<file path="config.mk">
export PLATFORM = sky130hd
export DESIGN_NAME = window_3_3_gen
export DESIGN_NICKNAME = d
export VERILOG_FILES = /design/src/rtl/window_3_3_gen.sv
export SDC_FILE = /design/constraint.sdc
export NUM_CORES = 1
export LEC_CHECK = 0
export BUFFER_PORTS_ARGS = -buffer_cell sky130_fd_sc_hd__buf_2
export CAP_MARGIN = 20
export CORE_MARGIN = 4
export CORE_UTILIZATION = 35
export DETAILED_ROUTE_END_ITERATION = 10
export HOLD_SLACK_MARGIN = 0.1
export PLACE_DENSITY = 0.55
export SLEW_MARGIN = 20
export SYNTH_ARGS = -nofsm -noshare
export SYNTH_HDL_FRONTEND = slang
export SYNTH_SLANG_ARGS = --single-unit
</file>
<file path="constraint.sdc">
create_clock -name CLK -period 8.11 [get_ports CLK]
set_clock_uncertainty 0.1 [all_clocks]
set_input_delay 0.811 -clock CLK [delete_from_list [all_inputs] [get_ports CLK]]
set_output_delay 0.811 -clock CLK [all_outputs]
set_load 0.005 [all_outputs]
</file>
<file path="src/rtl/window_3_3_gen.sv">
// window_3_3_gen: streaming 3x3 sliding-window generator feeding the 3x3 MAC stage.
// Accepts one raster-ordered pixel per valid cycle, keeps two line buffers and
// emits a packed 9-element window one cycle after each qualifying pixel.
//
// Ports:
//   CLK        - clock, rising edge
//   RSTN       - asynchronous active-low reset
//   SOF        - start of frame; with PIX_VALID that pixel is (0,0), alone it clears position
//   PIX_VALID  - PIX_DATA accepted this cycle
//   PIX_DATA   - pixel, row-major raster order
//   WIN_VALID  - Feature holds a new window this cycle
//   Feature    - window, element x = 3*wr + wc at [DATA_WIDTH*x +: DATA_WIDTH]
//                (wr 0 = oldest line, wc 0 = leftmost column)
//   FRAME_DONE - pulse alongside the final window of a frame
//
// Build option: define WIN_STRIDE2_EN for stride-2 window emission (even row and
// column only). Buffering, shifting and latency are the same in both modes.
module window_3_3_gen #(
  parameter int unsigned DATA_WIDTH = 8,
  parameter int unsigned IMG_WIDTH  = 28,
  parameter int unsigned IMG_HEIGHT = 28
) (
  input  logic                      CLK,
  input  logic                      RSTN,
  input  logic                      SOF,
  input  logic                      PIX_VALID,
  input  logic [DATA_WIDTH-1:0]     PIX_DATA,
  output logic                      WIN_VALID,
  output logic [DATA_WIDTH*9-1:0]   Feature,
  output logic                      FRAME_DONE
);

  localparam int unsigned COL_W = $clog2(IMG_WIDTH);
  localparam int unsigned ROW_W = $clog2(IMG_HEIGHT);
  localparam int unsigned WIN_W = DATA_WIDTH * 9;

`ifdef WIN_STRIDE2_EN
  // Last emitted window sits on the largest even row/column.
  localparam int unsigned LAST_ROW = ((IMG_HEIGHT - 1) / 2) * 2;
  localparam int unsigned LAST_COL = ((IMG_WIDTH - 1) / 2) * 2;
`else
  localparam int unsigned LAST_ROW = IMG_HEIGHT - 1;
  localparam int unsigned LAST_COL = IMG_WIDTH - 1;
`endif

  logic [COL_W-1:0]      col_q, col_d, cur_col;
  logic [ROW_W-1:0]      row_q, row_d, cur_row;
  logic [WIN_W-1:0]      win_q, win_d;
  logic                  win_valid_d;
  logic                  frame_done_d;
  logic                  stride_ok;
  logic [DATA_WIDTH-1:0] lb0 [IMG_WIDTH];
  logic [DATA_WIDTH-1:0] lb1 [IMG_WIDTH];
  logic [DATA_WIDTH-1:0] new_col [3];

  // Position of the pixel presented this cycle; SOF forces (0,0).
  always_comb begin
    cur_col = SOF ? '0 : col_q;
    cur_row = SOF ? '0 : row_q;
  end

  // New window column: oldest line on top, incoming pixel at the bottom.
  always_comb begin
    new_col[0] = lb1[cur_col];
    new_col[1] = lb0[cur_col];
    new_col[2] = PIX_DATA;
  end

`ifdef WIN_STRIDE2_EN
  assign stride_ok = ~cur_row[0] & ~cur_col[0];
`else
  assign stride_ok = 1'b1;
`endif

  // Next-state: position counters, window shift, output strobes.
  always_comb begin
    col_d        = cur_col;
    row_d        = cur_row;
    win_d        = win_q;
    win_valid_d  = 1'b0;
    frame_done_d = 1'b0;
    if (PIX_VALID) begin
      if (cur_col == COL_W'(IMG_WIDTH - 1)) begin
        col_d = '0;
        row_d = (cur_row == ROW_W'(IMG_HEIGHT - 1)) ? '0 : cur_row + ROW_W'(1);
      end else begin
        col_d = cur_col + COL_W'(1);
      end
      for (int wr = 0; wr < 3; wr++) begin
        win_d[DATA_WIDTH*(3*wr)   +: DATA_WIDTH] = win_q[DATA_WIDTH*(3*wr+1) +: DATA_WIDTH];
        win_d[DATA_WIDTH*(3*wr+1) +: DATA_WIDTH] = win_q[DATA_WIDTH*(3*wr+2) +: DATA_WIDTH];
        win_d[DATA_WIDTH*(3*wr+2) +: DATA_WIDTH] = new_col[wr];
      end
      win_valid_d  = (cur_row >= ROW_W'(2)) && (cur_col >= COL_W'(2)) && stride_ok;
      frame_done_d = win_valid_d && (cur_row == ROW_W'(LAST_ROW)) &&
                     (cur_col == COL_W'(LAST_COL));
    end
  end

  // State and output registers.
  always_ff @(posedge CLK or negedge RSTN) begin
    if (!RSTN) begin
      col_q      <= '0;
      row_q      <= '0;
      win_q      <= '0;
      WIN_VALID  <= 1'b0;
      FRAME_DONE <= 1'b0;
    end else begin
      col_q      <= col_d;
      row_q      <= row_d;
      win_q      <= win_d;
      WIN_VALID  <= win_valid_d;
      FRAME_DONE <= frame_done_d;
    end
  end

  // Line buffers carry no reset; rows 0/1 of each frame refill them before use.
  always_ff @(posedge CLK) begin
    if (PIX_VALID) begin
      lb1[cur_col] <= lb0[cur_col];
      lb0[cur_col] <= PIX_DATA;
    end
  end

  assign Feature = win_q;

endmodule

</file>
==> flow_summary.json, run 1 <==
{
  "status": "complete, no violations",
  "regToRegEndpoint": "lb1[10][4]$_DFFE_PP_",
  "synthCells": 1284,
  "postRouteAntennaNets": 0,
  "p_leak_nw": 8.06,
  "overflow": 0,
  "cts_resized": 0,
  "fin_area_um2": 24000,
  "fin_cells": 2209,
  "cts-root-buf": "clkbuf_16",
  "top_level_ports": 86,
  "drive_gt1_frac": 0.232,
  "slew_headroom": 0.283,
  "cp_cell_sequence": "buf_2, buf_4, nand2b_1, inv_2, ha_1, nand2_1, nor2_2, buf_4, nand3_1, o21ai_0, a21oi_1",
  "grt_usage": 0.153,
  "yosysWarnings": 0,
  "reg2reg_slack_ns": 4.21,
  "critPathArrivalTime_ns": 4.32,
  "dp.cells": 2107,
  "die-area_um2": 64200,
  "hold_path_class": "register to register",
  "ys_seq_area_frac": 0.738,
  "report.final.setup_viol": 0,
  "crit_top_cell": "buf_4",
  "drt_wl_total_um": 49800,
  "async_flop_share": 0.158,
  "worst_pin_slew_ns": 1.07,
  "path_max_fanout": 37,
  "routabilityCongestion": 0.826,
  "finalHoldViolations": 0,
  "rr_startpoint": "col_q[1]$_DFF_PN0_",
  "synth_edf_count": 448,
  "final.setup.tns_ns": 0,
  "ys_seq_elements": 532,
  "power_density_nw_per_um2": 255,
  "cp_num_buf_inv": 4,
  "cts_tree": "built",
  "syn_area_um2": 21100,
  "slew_violations": 0,
  "cts_made_buffers": 54,
  "min_from": "Feature[54]$_DFFE_PN0P_",
  "clockBufferDepth": 3,
  "setup_slack_ns": 4.14,
  "final_nets": 1407,
  "timing.hold.ws_ns": 0.398,
  "seqCellArea_um2": 15600,
  "final.fill_count": 5329,
  "num_vias": 11664,
  "pre_cts_slack_ns": 3.56,
  "viasPerCell": 5.28,
  "hold_path_depth": 1,
  "critPathTopFamily": "buffers and inverters",
  "synthDistinctLibCells": 70,
  "synthFlopType": "edfxtp_1",
  "grt_pass1_vias": 11828,
  "critPathMaxStageDelay_ns": 0.76,
  "cp-start-kind": "input port",
  "die_h_um": 253,
  "insertion_delay_ns": 0.60,
  "fp.dieW_um": 253,
  "rows": 89,
  "drtIter0Drc": 979,
  "cpMaxStageDelayCell": "inv_2",
  "rsz0062_at_grt": "false",
  "ir_drop_mv": 0.144,
  "timing.final.crit_period_ns": 3.97,
  "core_um2": 59400,
  "critical_path_class": "input port to register",
  "final_core_util": 0.405,
  "endpoint_kind": "register",
  "drtPass1Iterations": 5,
  "cts_max_level": 2,
  "grt_max_degree": 135,
  "cp.required_ns": 8.46,
  "io_buffers": 85,
  "hpwl_um": 30400,
  "antenna_found_initial": 1,
  "worstHoldEndpoint": "Feature[54]$_DFFE_PN0P_",
  "synthesis.nets": 1300,
  "grt_pass1_wl_um": 74500,
  "diodes": 0,
  "area_growth_pct": 14.1,
  "path_clk_slew_ns": 0.06,
  "initial_core_util": 0.355,
  "clock-sinks": 532,
  "multi_input_area_um2": 5010,
  "maxClockFrequency_ghz": 0.252,
  "post_drt_wl_per_cell_um": 22.5,
  "placed_area_um2": 22400,
  "reg2reg_depth": 6,
  "min_period_over_period": 0.489,
  "syn_area_per_cell_um2": 16.4,
  "post-route-drc-count": 0,
  "finalPower_mw": 6.14,
  "maxCapViolations": 0
}
flip-flops by register name (all words and copies together), names as in the netlist:
signal	count
row_q	5
lb0	224
col_q	5
lb1	224
FRAME_DONE	1
WIN_VALID	1
Feature	72
cells by family (layout without fill, tap and decap cells):
| kind of cell | after synthesis | in the layout | share of synthesized area |
|---|---|---|---|
| DFF | 532 | 532 | 0.738 |
| and+or+nand+nor | 255 | 255 | 0.0616 |
| AOI/OAI and AO/OA | 238 | 238 | 0.0742 |
| muxes | 160 | 160 | 0.0975 |
| buffers and inverters | 91 | 243 | 0.0243 |
| adders and majority gates | 4 | 4 | 0.00238 |
| xor gates and xnor gates | 4 | 4 | 0.00166 |
synth_stat cells (all sizes together), types with 15 or more instances:
library cell    n  area [um^2]
dfrtp          84         2100
a22oi          33          248
mux2i          53          531
a31oi          37          231
clkbuf         33          125
a211oi         23          173
nor2b          35          219
edfxtp        448        13500
buf            48          349
nand2          58          218
mux4           28          631
a21oi          49          245
nor4           15         93.8
o21ai          49          245
mux2           79          893
nor2           89          344
power breakdown:
part,leakage [nW],internal [mW],switching (mW),total (mW)
combinational,2.21,0.245,0.383,0.628
clock,0.816,1.32,1.01,2.32
sequential,5.03,3.12,0.0689,3.19
total,8.06,4.68,1.46,6.14
worst max path at each step:
stage | cells after the start | start | to
2_1_floorplan | 7 | SOF | lb0[23][0]$_DFFE_PP_
3_3_place_gp | 8 | SOF | Feature[47]$_DFFE_PN0P_
3_5_place_dp | 11 | SOF | row_q[4]$_DFF_PN0_
4_1_cts | 5 | col_q[1]$_DFF_PN0_ | lb1[16][5]$_DFFE_PP_
5_1_grt | 11 | SOF | row_q[2]$_DFF_PN0_
6_report | 11 | SOF | row_q[4]$_DFF_PN0_
layer usage:
metal | up-vias | GRT usage | part of all wire
li1 | 5217 | - | -
met1 | 6005 | 0.214 | 0.44
met2 | 344 | 0.245 | 0.48
met3 | 96 | 0.0242 | 0.049
met4 | 2 | 0.0542 | 0.032
met5 | - | 0 | 0.00040
final cells by class:
class,instances,area share
tap,773,0.0402
clock buffer,68,0.0597
inverter,10,0.00156
clock inverter,33,0.00906
timing repair buffer,132,0.0334
sequential,532,0.647
multi-input combinational,661,0.209
what timing repair did:
action | in CTS | in global routing
setup buffers | 0 | 0
hold buffers | 1 | 0
hold endpoints to repair | 32 | 0
setup endpoints to repair | 0 | 0
placed cells by master (no fill, tap or decap), types with 9 or more instances in the layout:
cell / count
a211oi_1: 23
a21oi_1: 49
a22oi_1: 33
a31oi_1: 37
buf_2: 83
buf_4: 46
clkbuf_1: 12
clkbuf_16: 55
clkinv_1: 15
clkinv_2: 13
dfrtp_1: 82
edfxtp_1: 448
mux2_2: 78
mux2i_1: 53
mux4_2: 28
nand2_1: 58
nor2_1: 87
nor2b_1: 34
nor4_1: 15
o211ai_1: 9
o21ai_0: 47
(Power assumes the default switching activity.)
==> run 2, diff against run 1 <==
--- a/config.mk
+++ b/config.mk
@@ -11,7 +11,7 @@
 export CORE_UTILIZATION = 35
 export DETAILED_ROUTE_END_ITERATION = 10
 export HOLD_SLACK_MARGIN = 0.1
-export PLACE_DENSITY = 0.55
+export PLACE_DENSITY = 0.57
 export SLEW_MARGIN = 20
 export SYNTH_ARGS = -nofsm -noshare
 export SYNTH_HDL_FRONTEND = slang
==> constraint.sdc (replaced) <==
create_clock -name CLK -period 3.3 [get_ports CLK]
set_clock_uncertainty 0.1 [all_clocks]
set_input_delay 0.33 -clock CLK [delete_from_list [all_inputs] [get_ports CLK]]
set_output_delay 0.33 -clock CLK [all_outputs]
set_load 0.005 [all_outputs]
==> run 2 against run 1 <==
  * Design area grew 2.5%
  * Critical endpoint is now Feature[18]$_DFFE_PN0P_
  * Combinational power grew to 2.6 times the previous value
  * Total power increased to 2.5 times the previous value
  * Largest cell class unchanged
  * Sequential power increased by 150%
==> flow_summary.json, run 2 (synthesis gave the netlist of run 1 again) <==
{
  "insertion_delay_ns": 0.60,
  "path_max_fanout": 26,
  "fin_cells": 2261,
  "status": "complete, no violations",
  "multi_input_area_um2": 5010,
  "drtPass1Iterations": 5,
  "io_buffers": 85,
  "num_vias": 11818,
  "grt_usage": 0.155,
  "die_h_um": 253,
  "cts-root-buf": "clkbuf_16",
  "final.setup.tns_ns": 0,
  "slew_headroom": 0.432,
  "rows": 89,
  "rsz0062_at_grt": "false",
  "routabilityCongestion": 0.875,
  "cpMaxStageDelayCell": "nor4_1",
  "cp.required_ns": 3.63,
  "viasPerCell": 5.23,
  "hold_path_class": "input port to register",
  "grt_pass1_wl_um": 75900,
  "overflow": 0,
  "cp_cell_sequence": "buf_12, or3b_1, o21ai_0, nor4_1, nor4_1, a31oi_1",
  "antenna_found_initial": 0,
  "maxCapViolations": 0,
  "report.final.setup_viol": 0,
  "timing.final.crit_period_ns": 3.09,
  "p_leak_nw": 8.40,
  "post_drt_wl_per_cell_um": 22.3,
  "endpoint_kind": "register",
  "final_nets": 1461,
  "finalHoldViolations": 0,
  "ir_drop_mv": 0.346,
  "min_period_over_period": 0.937,
  "post-route-drc-count": 0,
  "final_core_util": 0.415,
  "power_density_nw_per_um2": 635,
  "clock-sinks": 532,
  "maxClockFrequency_ghz": 0.323,
  "fin_area_um2": 24600,
  "final_common_cell": "edfxtp_1",
  "dp.cells": 2161,
  "clockBufferDepth": 3,
  "critPathMaxStageDelay_ns": 0.75,
  "die-area_um2": 64200,
  "drive_gt1_frac": 0.261,
  "crit_top_cell": "nor4_1",
  "path_clk_slew_ns": 0.06,
  "drtIter0Drc": 1002,
  "placed_area_um2": 22800,
  "hpwl_um": 32600,
  "postRouteAntennaNets": 0,
  "final_cell_mix": "edfxtp_1, buf_4, nor2_1",
  "fp.dieW_um": 253,
  "cts_resized": 0,
  "cts_made_buffers": 53,
  "cts_tree": "built",
  "critical_path_class": "register to register",
  "drt_wl_total_um": 50400,
  "core_um2": 59400,
  "grt_max_degree": 75,
  "worst_pin_slew_ns": 0.845,
  "area_growth_pct": 16.9,
  "final.fill_count": 5242,
  "cp-start-kind": "register",
  "slew_violations": 0,
  "initial_core_util": 0.355,
  "cts_max_level": 2,
  "diodes": 0,
  "top_level_ports": 86,
  "critPathArrivalTime_ns": 3.42,
  "grt_pass1_vias": 11899,
  "seqCellArea_um2": 15600
}
-- run 2: cell count changes in the layout (fill, tap and decap cells not counted), sizes merged --
| cell | delta |
|---|---|
| clkbuf | +4 |
| buf | +54 |
| dlygate4sd3 | +1 |
| clkinvlp | +1 |
| clkinv | -13 |
| bufinv | +5 |
-- run 2: area by class of cell --
cell class | count | share of cell area
Clock inverter | 26 | 0.0129
Sequential cell | 532 | 0.632
Inverter | 10 | 0.00152
Timing Repair Buffer | 187 | 0.0515
Tap cell | 773 | 0.0393
Multi-Input combinational cell | 661 | 0.203
Clock buffer | 72 | 0.0597
-- run 2: critical path, delay by kind of cell (launching register included) --
| family | cells | cell delay, ns |
|---|---|---|
| compound gates | 2 | 0.42 |
| buf+inv | 1 | 0.27 |
| flops | 1 | 0.72 |
| simple gates | 3 | 1.35 |
-- run 2: final timing paths --
path / startpoint / to / slack, ns / cells after the start
setup reg to reg: col_q[0]$_DFF_PN0_ / Feature[18]$_DFFE_PN0P_ / 0.21 / 6
hold reg to reg: Feature[48]$_DFFE_PN0P_ / Feature[48]$_DFFE_PN0P_ / 0.40 / 1
min in group asynchronous: RSTN / Feature[1]$_DFFE_PN0P_ / 0.25 / 2
max in group asynchronous: RSTN / Feature[3]$_DFFE_PN0P_ / 2.24 / 3
hold / removal: SOF / row_q[1]$_DFF_PN0_ / 0.15 / 2
setup / recovery: col_q[0]$_DFF_PN0_ / Feature[18]$_DFFE_PN0P_ / 0.21 / 6
-- run 2: timing repair --
action,CTS,global route
setup buffers,0,0
endpoints found under the setup margin,0,0
hold buffers,2,0
endpoints found under the hold margin,74,0
-- run 2: routing by layer --
layer | global-route usage | share of wire
met5 | 0 | 0
met4 | 0.0481 | 0.024
met3 | 0.0228 | 0.054
met2 | 0.247 | 0.48
met1 | 0.221 | 0.45
-- run 2: through the flow --
| step | hold slack [ns] | power (mW) | worst slack [ns] |
|---|---|---|---|
| after global routing | 0.159 | 16.2 | 0.0543 |
| after detailed placement | 0.390 | 9.63 | 0.197 |
| final | 0.148 | 15.6 | 0.207 |
| after global placement | 0.385 | 9.60 | 0.129 |
| after CTS | 0.114 | 15.8 | 0.169 |
| after floorplan | -0.0656 | 8.89 | 0.348 |
-- run 2: power by group --
part / leakage [nW] / internal (mW) / switching, mW
Clock: 0.867 / 3.67 / 2.50
Sequential: 5.03 / 7.66 / 0.179
Combinational: 2.50 / 0.666 / 0.961
Total: 8.40 / 12.0 / 3.64
